<file path="config.mk">
export PLATFORM = sky130hd
export DESIGN_NAME = pipeline_ctrl
export DESIGN_NICKNAME = d
export VERILOG_FILES = /design/src/rtl/pipeline_ctrl_pkg.sv /design/src/rtl/stall_encoder.sv /design/src/rtl/pipeline_ctrl.sv
export SDC_FILE = /design/constraint.sdc
export NUM_CORES = 1
export LEC_CHECK = 0
export ABC_AREA = 1
export CAP_MARGIN = 30
export CORE_MARGIN = 2
export CORE_UTILIZATION = 49
export CTS_BUF_LIST = sky130_fd_sc_hd__clkbuf_2
export DETAILED_ROUTE_END_ITERATION = 10
export PLACE_DENSITY_LB_ADDON = 0.1
export SLEW_MARGIN = 5
export SYNTH_ARGS = -nofsm -noshare
export SYNTH_HDL_FRONTEND = slang
export SYNTH_SLANG_ARGS = --single-unit
</file>
<file path="constraint.sdc">
create_clock -name clk -period 1.9 [get_ports clk]
set_input_delay 0.38 -clock clk [delete_from_list [all_inputs] [get_ports clk]]
set_output_delay 0.38 -clock clk [all_outputs]
set_load 0.005 [all_outputs]
</file>
<file path="src/rtl/pipeline_ctrl_pkg.sv">
// rtl/pipeline_ctrl_pkg.sv - shared bus widths, exception codes, boot vector and FSM encodings
`ifndef PIPELINE_CTRL_BUS_DEFS
`define PIPELINE_CTRL_BUS_DEFS
`define EXC_TYPE_BUS_WIDTH 5
`define ADDR_BUS_WIDTH     32
`define EXC_NONE           5'h00
`define EXC_INT            5'h01
`define EXC_ADEL           5'h04
`define EXC_ADES           5'h05
`define EXC_SYS            5'h08
`define EXC_BP             5'h09
`define EXC_RI             5'h0a
`define EXC_OV             5'h0c
`define EXC_ERET           5'h0e
`define EXC_ENTRY_PC       32'hBFC00380
`define PCTRL_ST_IDLE      2'd0
`define PCTRL_ST_PEND      2'd1
`define PCTRL_ST_FLUSH     2'd2
`define PCTRL_ST_HOLD      2'd3
`endif

package pipeline_ctrl_pkg;
   localparam int EXC_W  = `EXC_TYPE_BUS_WIDTH;
   localparam int ADDR_W = `ADDR_BUS_WIDTH;

   localparam logic [EXC_W-1:0]  EXC_NONE = `EXC_NONE;
   localparam logic [EXC_W-1:0]  EXC_ERET = `EXC_ERET;
   localparam logic [ADDR_W-1:0] ENTRY_PC = `EXC_ENTRY_PC;

   localparam logic [1:0] ST_IDLE  = `PCTRL_ST_IDLE;
   localparam logic [1:0] ST_PEND  = `PCTRL_ST_PEND;
   localparam logic [1:0] ST_FLUSH = `PCTRL_ST_FLUSH;
   localparam logic [1:0] ST_HOLD  = `PCTRL_ST_HOLD;

   typedef struct packed {
      logic pc;
      logic if_s;
      logic id;
      logic ex;
      logic mem;
      logic wb;
   } stall_vec_t;
endpackage

</file>
<file path="src/rtl/stall_encoder.sv">
// rtl/stall_encoder.sv - combinational stall priority: the deepest requesting stage holds itself and everything upstream
module stall_encoder
   import pipeline_ctrl_pkg::*;
(
   input  logic       stall_req_if_i,
   input  logic       stall_req_id_i,
   input  logic       stall_req_ex_i,
   input  logic       stall_req_mem_i,
   output stall_vec_t stall_o
);
   assign stall_o.mem  = stall_req_mem_i;
   assign stall_o.ex   = stall_req_mem_i | stall_req_ex_i;
   assign stall_o.id   = stall_req_mem_i | stall_req_ex_i | stall_req_id_i;
   assign stall_o.if_s = stall_req_mem_i | stall_req_ex_i | stall_req_id_i | stall_req_if_i;
   assign stall_o.pc   = stall_o.if_s;
   assign stall_o.wb   = 1'b0;
endmodule

</file>
<file path="src/rtl/pipeline_ctrl.sv">
// rtl/pipeline_ctrl.sv - pipeline stall/flush controller with exception redirect FSM and stall-cycle counter
module pipeline_ctrl
   import pipeline_ctrl_pkg::*;
(
   input  logic              clk,
   input  logic              rst,
   input  logic              stall_req_if,
   input  logic              stall_req_id,
   input  logic              stall_req_ex,
   input  logic              stall_req_mem,
   input  logic [EXC_W-1:0]  exc_type_in,
   input  logic [ADDR_W-1:0] cp0_epc_in,
   output logic              stall_pc,
   output logic              stall_if,
   output logic              stall_id,
   output logic              stall_ex,
   output logic              stall_mem,
   output logic              stall_wb,
   output logic              flush,
   output logic              redirect_valid,
   output logic [ADDR_W-1:0] redirect_pc,
   output logic [31:0]       stall_cycle_cnt
);
   logic [1:0]        state_q, state_d;
   logic [EXC_W-1:0]  exc_q, exc_d;
   logic [ADDR_W-1:0] epc_q, epc_d;
   logic [31:0]       cnt_q;
   stall_vec_t        req_stall;
   stall_vec_t        stall;
   logic              in_flush;

   stall_encoder u_stall_encoder (
      .stall_req_if_i  (stall_req_if),
      .stall_req_id_i  (stall_req_id),
      .stall_req_ex_i  (stall_req_ex),
      .stall_req_mem_i (stall_req_mem),
      .stall_o         (req_stall)
   );

   assign in_flush = (state_q == ST_FLUSH);
   // The flush cycle wipes every pipeline register, so no stage may hold.
   assign stall    = in_flush ? '0 : req_stall;

   assign stall_pc  = stall.pc;
   assign stall_if  = stall.if_s;
   assign stall_id  = stall.id;
   assign stall_ex  = stall.ex;
   assign stall_mem = stall.mem;
   assign stall_wb  = stall.wb;

   assign flush           = in_flush;
   assign redirect_valid  = in_flush;
   assign redirect_pc     = !in_flush              ? '0    :
                            (exc_q == EXC_ERET)    ? epc_q : ENTRY_PC;
   assign stall_cycle_cnt = cnt_q;

   always_comb begin
      state_d = state_q;
      exc_d   = exc_q;
      epc_d   = epc_q;
      case (state_q)
         ST_IDLE: begin
            if (exc_type_in != EXC_NONE) begin
               exc_d   = exc_type_in;
               epc_d   = cp0_epc_in;
               state_d = stall_req_mem ? ST_PEND : ST_FLUSH;
            end
         end
         ST_PEND:  if (!stall_req_mem) state_d = ST_FLUSH;
         ST_FLUSH: state_d = ST_HOLD;
         // HOLD ignores the stale code still sitting in the flushed MEM register.
         ST_HOLD:  state_d = ST_IDLE;
         default:  state_d = ST_IDLE;
      endcase
   end

   always_ff @(posedge clk or negedge rst) begin
      if (!rst) begin
         state_q <= ST_IDLE;
         exc_q   <= '0;
         epc_q   <= '0;
         cnt_q   <= '0;
      end else begin
         state_q <= state_d;
         exc_q   <= exc_d;
         epc_q   <= epc_d;
         if (stall.pc) cnt_q <= cnt_q + 32'd1;
      end
   end
endmodule

</file>
==> results of run 1 <==
repair_timing:
action | in CTS | in global routing
endpoints found under the hold margin | 70 | 0
pin swaps | 23 | 21
setup endpoints to repair | 48 | 64
hold buffers | 1 | 0
resized for setup | 226 | 49
gates cloned | 3 | 0
setup buffers | 22 | 25
worst register-to-register path, delay by kind of cell (launching register included):
family | cells | cell delay (ns)
adder cells (fa/ha/maj) | 1 | 0.17
buffers and inverters | 2 | 0.26
flip-flops | 1 | 0.41
AND/OR/NAND/NOR | 6 | 0.78
worst paths after layout:
| path | startpoint | to | slack, ns | depth (start not counted) |
|---|---|---|---|---|
| max | exc_q[3] | redirect_pc[2] | -0.33 | 7 |
| min | rst | stall_cycle_cnt[9] | 0.19 | 2 |
| max reg2reg | stall_cycle_cnt[1] | stall_cycle_cnt[22] | 0.20 | 9 |
| min reg2reg | exc_q[2] | exc_q[2] | 0.51 | 2 |
| max in group asynchronous | rst | stall_cycle_cnt[19] | 1.13 | 3 |
| min in group clk | cp0_epc_in[29] | epc_q[29] | 0.39 | 3 |
routing by layer:
metal | global-route usage, % | vias up | share of wire [%]
met5 | 0 | - | 0
met4 | 11.9 | 0 | 2.6
met3 | 4.07 | 23 | 4.0
met2 | 40.7 | 109 | 53
met1 | 29.2 | 1779 | 40
li1 | - | 1846 | -
sequential cells by signal, summed over array words and instances (netlist names):
register,count
exc_q,5
epc_q,32
state_q,2
stall_cycle_cnt,32
cell usage after synthesis:
| cell type | count |
|---|---|
| conb_1 | 1 |
| clkbuf_1 | 7 |
| o21ai_0 | 17 |
| nor3_4 | 1 |
| nand2_4 | 1 |
| nand4_1 | 14 |
| nand3b_1 | 3 |
| xor2_1 | 9 |
| clkinv_1 | 2 |
| nand3_2 | 2 |
| buf_8 | 1 |
| buf_6 | 1 |
| nor2_8 | 1 |
| dfrtp_1 | 71 |
| nor3_1 | 1 |
| nor3_2 | 3 |
| xnor2_1 | 3 |
| nand3_1 | 35 |
| inv_1 | 72 |
| nand3_4 | 1 |
| buf_4 | 5 |
| nand4_2 | 1 |
| nand2_1 | 114 |
| nor2_1 | 72 |
| buf_2 | 4 |
| nor2_2 | 5 |
| nor2_4 | 3 |
| a21oi_1 | 22 |
| ha_1 | 4 |
| inv_2 | 3 |
| nand2_2 | 3 |
| o21ai_1 | 3 |
power by group through the flow:
stage                     sequential [W]  combinational [W]  clock, W
after detailed placement         0.00228            0.00255         0
after floorplan                  0.00223            0.00143         0
final                            0.00229            0.00312  0.000785
after global placement           0.00227            0.00249         0
after CTS                        0.00229            0.00282  0.000790
after global routing             0.00234            0.00344  0.000862
cell families after synthesis:
| kind of cell | count (synthesis) | synth area share (%) |
|---|---|---|
| XOR/XNOR | 12 | 2.81 |
| buffers and inverters | 95 | 10.7 |
| other | 1 | 0.100 |
| adder cells (fa/ha/maj) | 4 | 1.34 |
| AND/OR/NAND/NOR | 260 | 32.0 |
| flip-flops | 71 | 47.4 |
| AO/OA/AOI/OAI | 42 | 5.61 |
cell type report:
type | instances | area (um2) | area share [%]
repair buffers | 180 | 1610 | 28.3
inverters | 77 | 294 | 5.17
multi-input cells | 320 | 1790 | 31.5
well taps | 99 | 124 | 2.18
clock inverters | 3 | 37.5 | 0.660
clock buffers | 10 | 50.0 | 0.880
flip-flops and latches | 71 | 1790 | 31.4
metrics by stage:
stage / cell area, um2 / hold WS, ns
after floorplan: 3740 / 0.0844
after global placement: 5050 / 0.225
after detailed placement: 5050 / 0.225
after CTS: 5360 / 0.178
after global routing: 5690 / 0.184
final: 5690 / 0.193
==> metrics.yaml, run 1 <==
synth_seq_cells: 71
cts_buffers: 9
p_comb_share_pct: 50.4
p_int_w: 0.00375
tns_ns: -9.19
end_kind: "output pin"
yosysTopAreaCellShare_pct: 47.4
synth_nets: 532
final_nets: 706
skew_ns: 0.0374
ctsHtreeMaxLevel: 3
clock_path_buffers: 2
finalWeightedCongestion: 0.826
layout-drive-gt1-share_pct: 28.9
viasPerCell: 4.94
final_cell_mix: "112 x nand2_1, 68 x clkdlybuf4s50_1, 67 x inv_1"
clkPwrFrac_pct: 12.7
cap_violations: 0
layout_commonest_cell: "nand2_1"
clock-sinks: 71
start_util_pct: 51.1
crit_slowest_cell: "dfrtp_1"
vias: 3757
power_w: 0.00620
dieWidth_um: 91.4
power_leakage_nw: 2.90
design.die.area_um2: 8360
grt_max_degree: 48
rsz0062_at_grt: "yes"
grt_pass1_vias: 3474
critPathKind: "flop to output pin"
io_pins: 115
seqPwrFrac_pct: 36.9
wirelength_mm: 10.0
violations: "negative setup slack"
syn2layout_area_growth_pct: 52.0
grt_overflow: 0
p_sw_share_pct: 39.5
dp_slack_ns: -0.288
outcome: "finished, violations left"
dp_cells: 697
crit_chain: "inv_2 -> nor3_4 -> nand3_4 -> buf_8 -> buf_6 -> nor2_2 -> buf_2"
arrival_ns: 1.85
diodes: 0
rows: 31
final_core_util_pct: 77.6
syn_avg_cell_area_um2: 7.72
cp_slowest_stage_delay_ns: 0.40
power_density_nw_per_um2: 1090
hold_path.class: "input pin to asynchronous set/reset pin"
clk_latency_ns: 0.52
ys_warn_count: 0
design.core.area_um2: 7330
antenna_found_initial: 0
p_switching_w: 0.00245
critPathBufInv: 4
track_usage_pct: 23.9
clkSlewWorstSetupHoldPaths_ns: 0.19
worst_setup_path_start_kind: "flop"
drc_errors: 0
dieHeight_um: 91.4
fill_cells: 525
grt_first_pass_wirelength_mm: 16.0
setup_viol: 36
setup_ws_ns: -0.327
worstPathRequired_ns: 1.52
postRouteAntennaNets: 0
crit_family: "simple AND/OR/NAND/NOR gates"
synth.area.top_cells: "dfrtp_1 47%, nand2_1 11%, inv_1 7.2%, nor2_1 7.2%, nand3_1 4.7%"
slew_viol_final: 0
hold_viol: 0
cp_max_fo: 4
routedWlPerCell_um: 13.2
seq_area_frac_synth_pct: 47.4
synthCells: 485
hpwl_mm: 6.40
fin_crit_sh_pct: 117
max_freq_mhz: 449
tritoncts: "yes"
ys_types: 32
irDropWorstVdd_mv: 0.645
synth.largest_area_cell: "dfrtp_1"
syn-cell-area_um2: 3740
io_buffers: 113
dr.pass1.iters: 4
clock_tree.root_cell: "clkbuf_2"
final_cells: 760
dr.first_iter.drc_count: 173
fin_crit_ns: 2.23
No activity file was read; power rests on OpenSTA's default activity.
==> run 2: changes to the inputs <==
CORE_UTILIZATION = 65   (was 49)
CTS_CLUSTER_SIZE = 28   (was default)
DONT_BUFFER_PORTS = 1   (was default)
==> metrics.yaml, run 2 (synthesis results as in run 1) <==
clock_tree.root_cell: "clkbuf_2"
met1Wirelength_mm: 3.43
fill_cells: 376
tns_ns: -2.75
hold_viol: 0
cp_max_fo: 5
vias: 3189
top_layer_used: "met4"
setup_viol: 32
grt_max_degree: 72
p_switching_w: 0.00213
dieHeight_um: 79.9
hold_path.class: "input pin to flop"
dr.pass1.iters: 5
power_leakage_nw: 2.21
worst_setup_path_start_kind: "flop"
irDropWorstVdd_mv: 1.51
max_freq_mhz: 494
setup_ws_ns: -0.123
worstPathRequired_ns: 1.52
cap_violations: 0
dr.first_iter.drc_count: 179
io_buffers: 0
diodes: 0
io_pins: 115
postRouteAntennaNets: 0
layout_commonest_cell: "nand2_1"
arrival_ns: 1.64
routedWlPerCell_um: 14.6
clk_latency_ns: 0.49
drc_errors: 0
start_util_pct: 67.6
p_comb_share_pct: 37.7
ctsHtreeMaxLevel: 3
fin_crit_ns: 2.02
rows: 27
tritoncts: "yes"
final_cell_mix: "112 x nand2_1, 71 x dfrtp_1, 70 x inv_1"
final_nets: 558
dieWidth_um: 79.9
end_kind: "output pin"
p_sw_share_pct: 39.4
grt_overflow: 0
final_core_util_pct: 79.4
clock_path_buffers: 2
hpwl_mm: 5.43
grt_first_pass_wirelength_mm: 13.2
critPathKind: "flop to output pin"
holdWs_ns: 0.0446
fin_crit_sh_pct: 106
violations: "negative setup slack"
wl_met2_mm: 4.32
antenna_found_initial: 0
slew_viol_final: 0
power_density_nw_per_um2: 1230
wl_met3_um: 593
design.die.area_um2: 6380
seqPwrFrac_pct: 42.3
skew_ns: 0.0280
track_usage_pct: 26.6
cts_buffers: 9
syn2layout_area_growth_pct: 17.5
clkPwrFrac_pct: 20.0
clock-sinks: 71
clkSlewWorstSetupHoldPaths_ns: 0.16
design.core.area_um2: 5540
wirelength_mm: 8.55
viasPerCell: 5.43
final_cells: 587
power_w: 0.00540
rsz0062_at_grt: "yes"
p_int_w: 0.00327
finalWeightedCongestion: 0.842
grt_pass1_vias: 2956
layout-drive-gt1-share_pct: 15.3
dp_cells: 544
outcome: "finished, violations left"
[run 2: metal layers]
layer	track usage, %	up-vias
li1	-	1546
met1	32.6	1503
met2	45.0	120
met3	5.43	20
met4	12.0	0
met5	0	-
[run 2: what timing repair did]
item                       CTS  global route
hold endpoints to repair    91             1
gates resized for setup     16            35
pin swaps                    2             0
hold buffers                22             1
setup endpoints to repair   36            37
setup buffers                2             1
cloned                       0             2
[run 2: area by class of cell]
type	instances	area (um2)	area share, %
sequential	71	1780	40.4
multi-input combinational	319	1720	39.0
timing repair buffer	33	380	8.64
inverter	77	289	6.57
clock inverter	4	95.1	2.16
tap	72	90.1	2.05
clock buffer	11	55.1	1.25
[run 2: metrics by stage]
stage	cell area, um2	worst slack, ns
floorplan	3740	0.280
global placement	3780	0.282
detailed placement	3780	0.261
CTS	4210	-0.110
global route	4400	-0.220
finish	4400	-0.123
[run 2: path summary, 6_finish.rpt]
check                                      end            from  slack (ns)  cells past startpoint
setup / recovery                redirect_pc[3]        exc_q[0]       -0.12                      5
hold / removal                       epc_q[29]  cp0_epc_in[29]        0.04                      2
setup reg to reg           stall_cycle_cnt[25]      state_q[1]        0.28                      8
hold reg to reg                      epc_q[29]       epc_q[29]        0.49                      2
max in group asynchronous            epc_q[29]             rst        1.20                      2
min in group asynchronous             epc_q[5]             rst        0.40                      2
[run 2: power by group through the flow]
stage | logic, W | clock network (W) | registers [W]
after global placement | 0.00163 | 0 | 0.00229
after CTS | 0.00184 | 0.00110 | 0.00227
after global routing | 0.00231 | 0.00115 | 0.00235
after floorplan | 0.00143 | 0 | 0.00223
final | 0.00204 | 0.00108 | 0.00229
after detailed placement | 0.00168 | 0 | 0.00231
[run 2: worst max-delay path, cell delays in order, from the launching register on]
cell	delay [ns]
dfrtp_1	0.44
nor3_4	0.23
buf_6	0.13
nand3_4	0.10
clkbuf_16	0.20
nor2_4	0.09
==> run 3: changes to the inputs <==
GPL_ROUTABILITY_DRIVEN = 0   (was default)
==> results of run 3 <==
The final DEF is identical to that of run 2; final timing and power are the same.
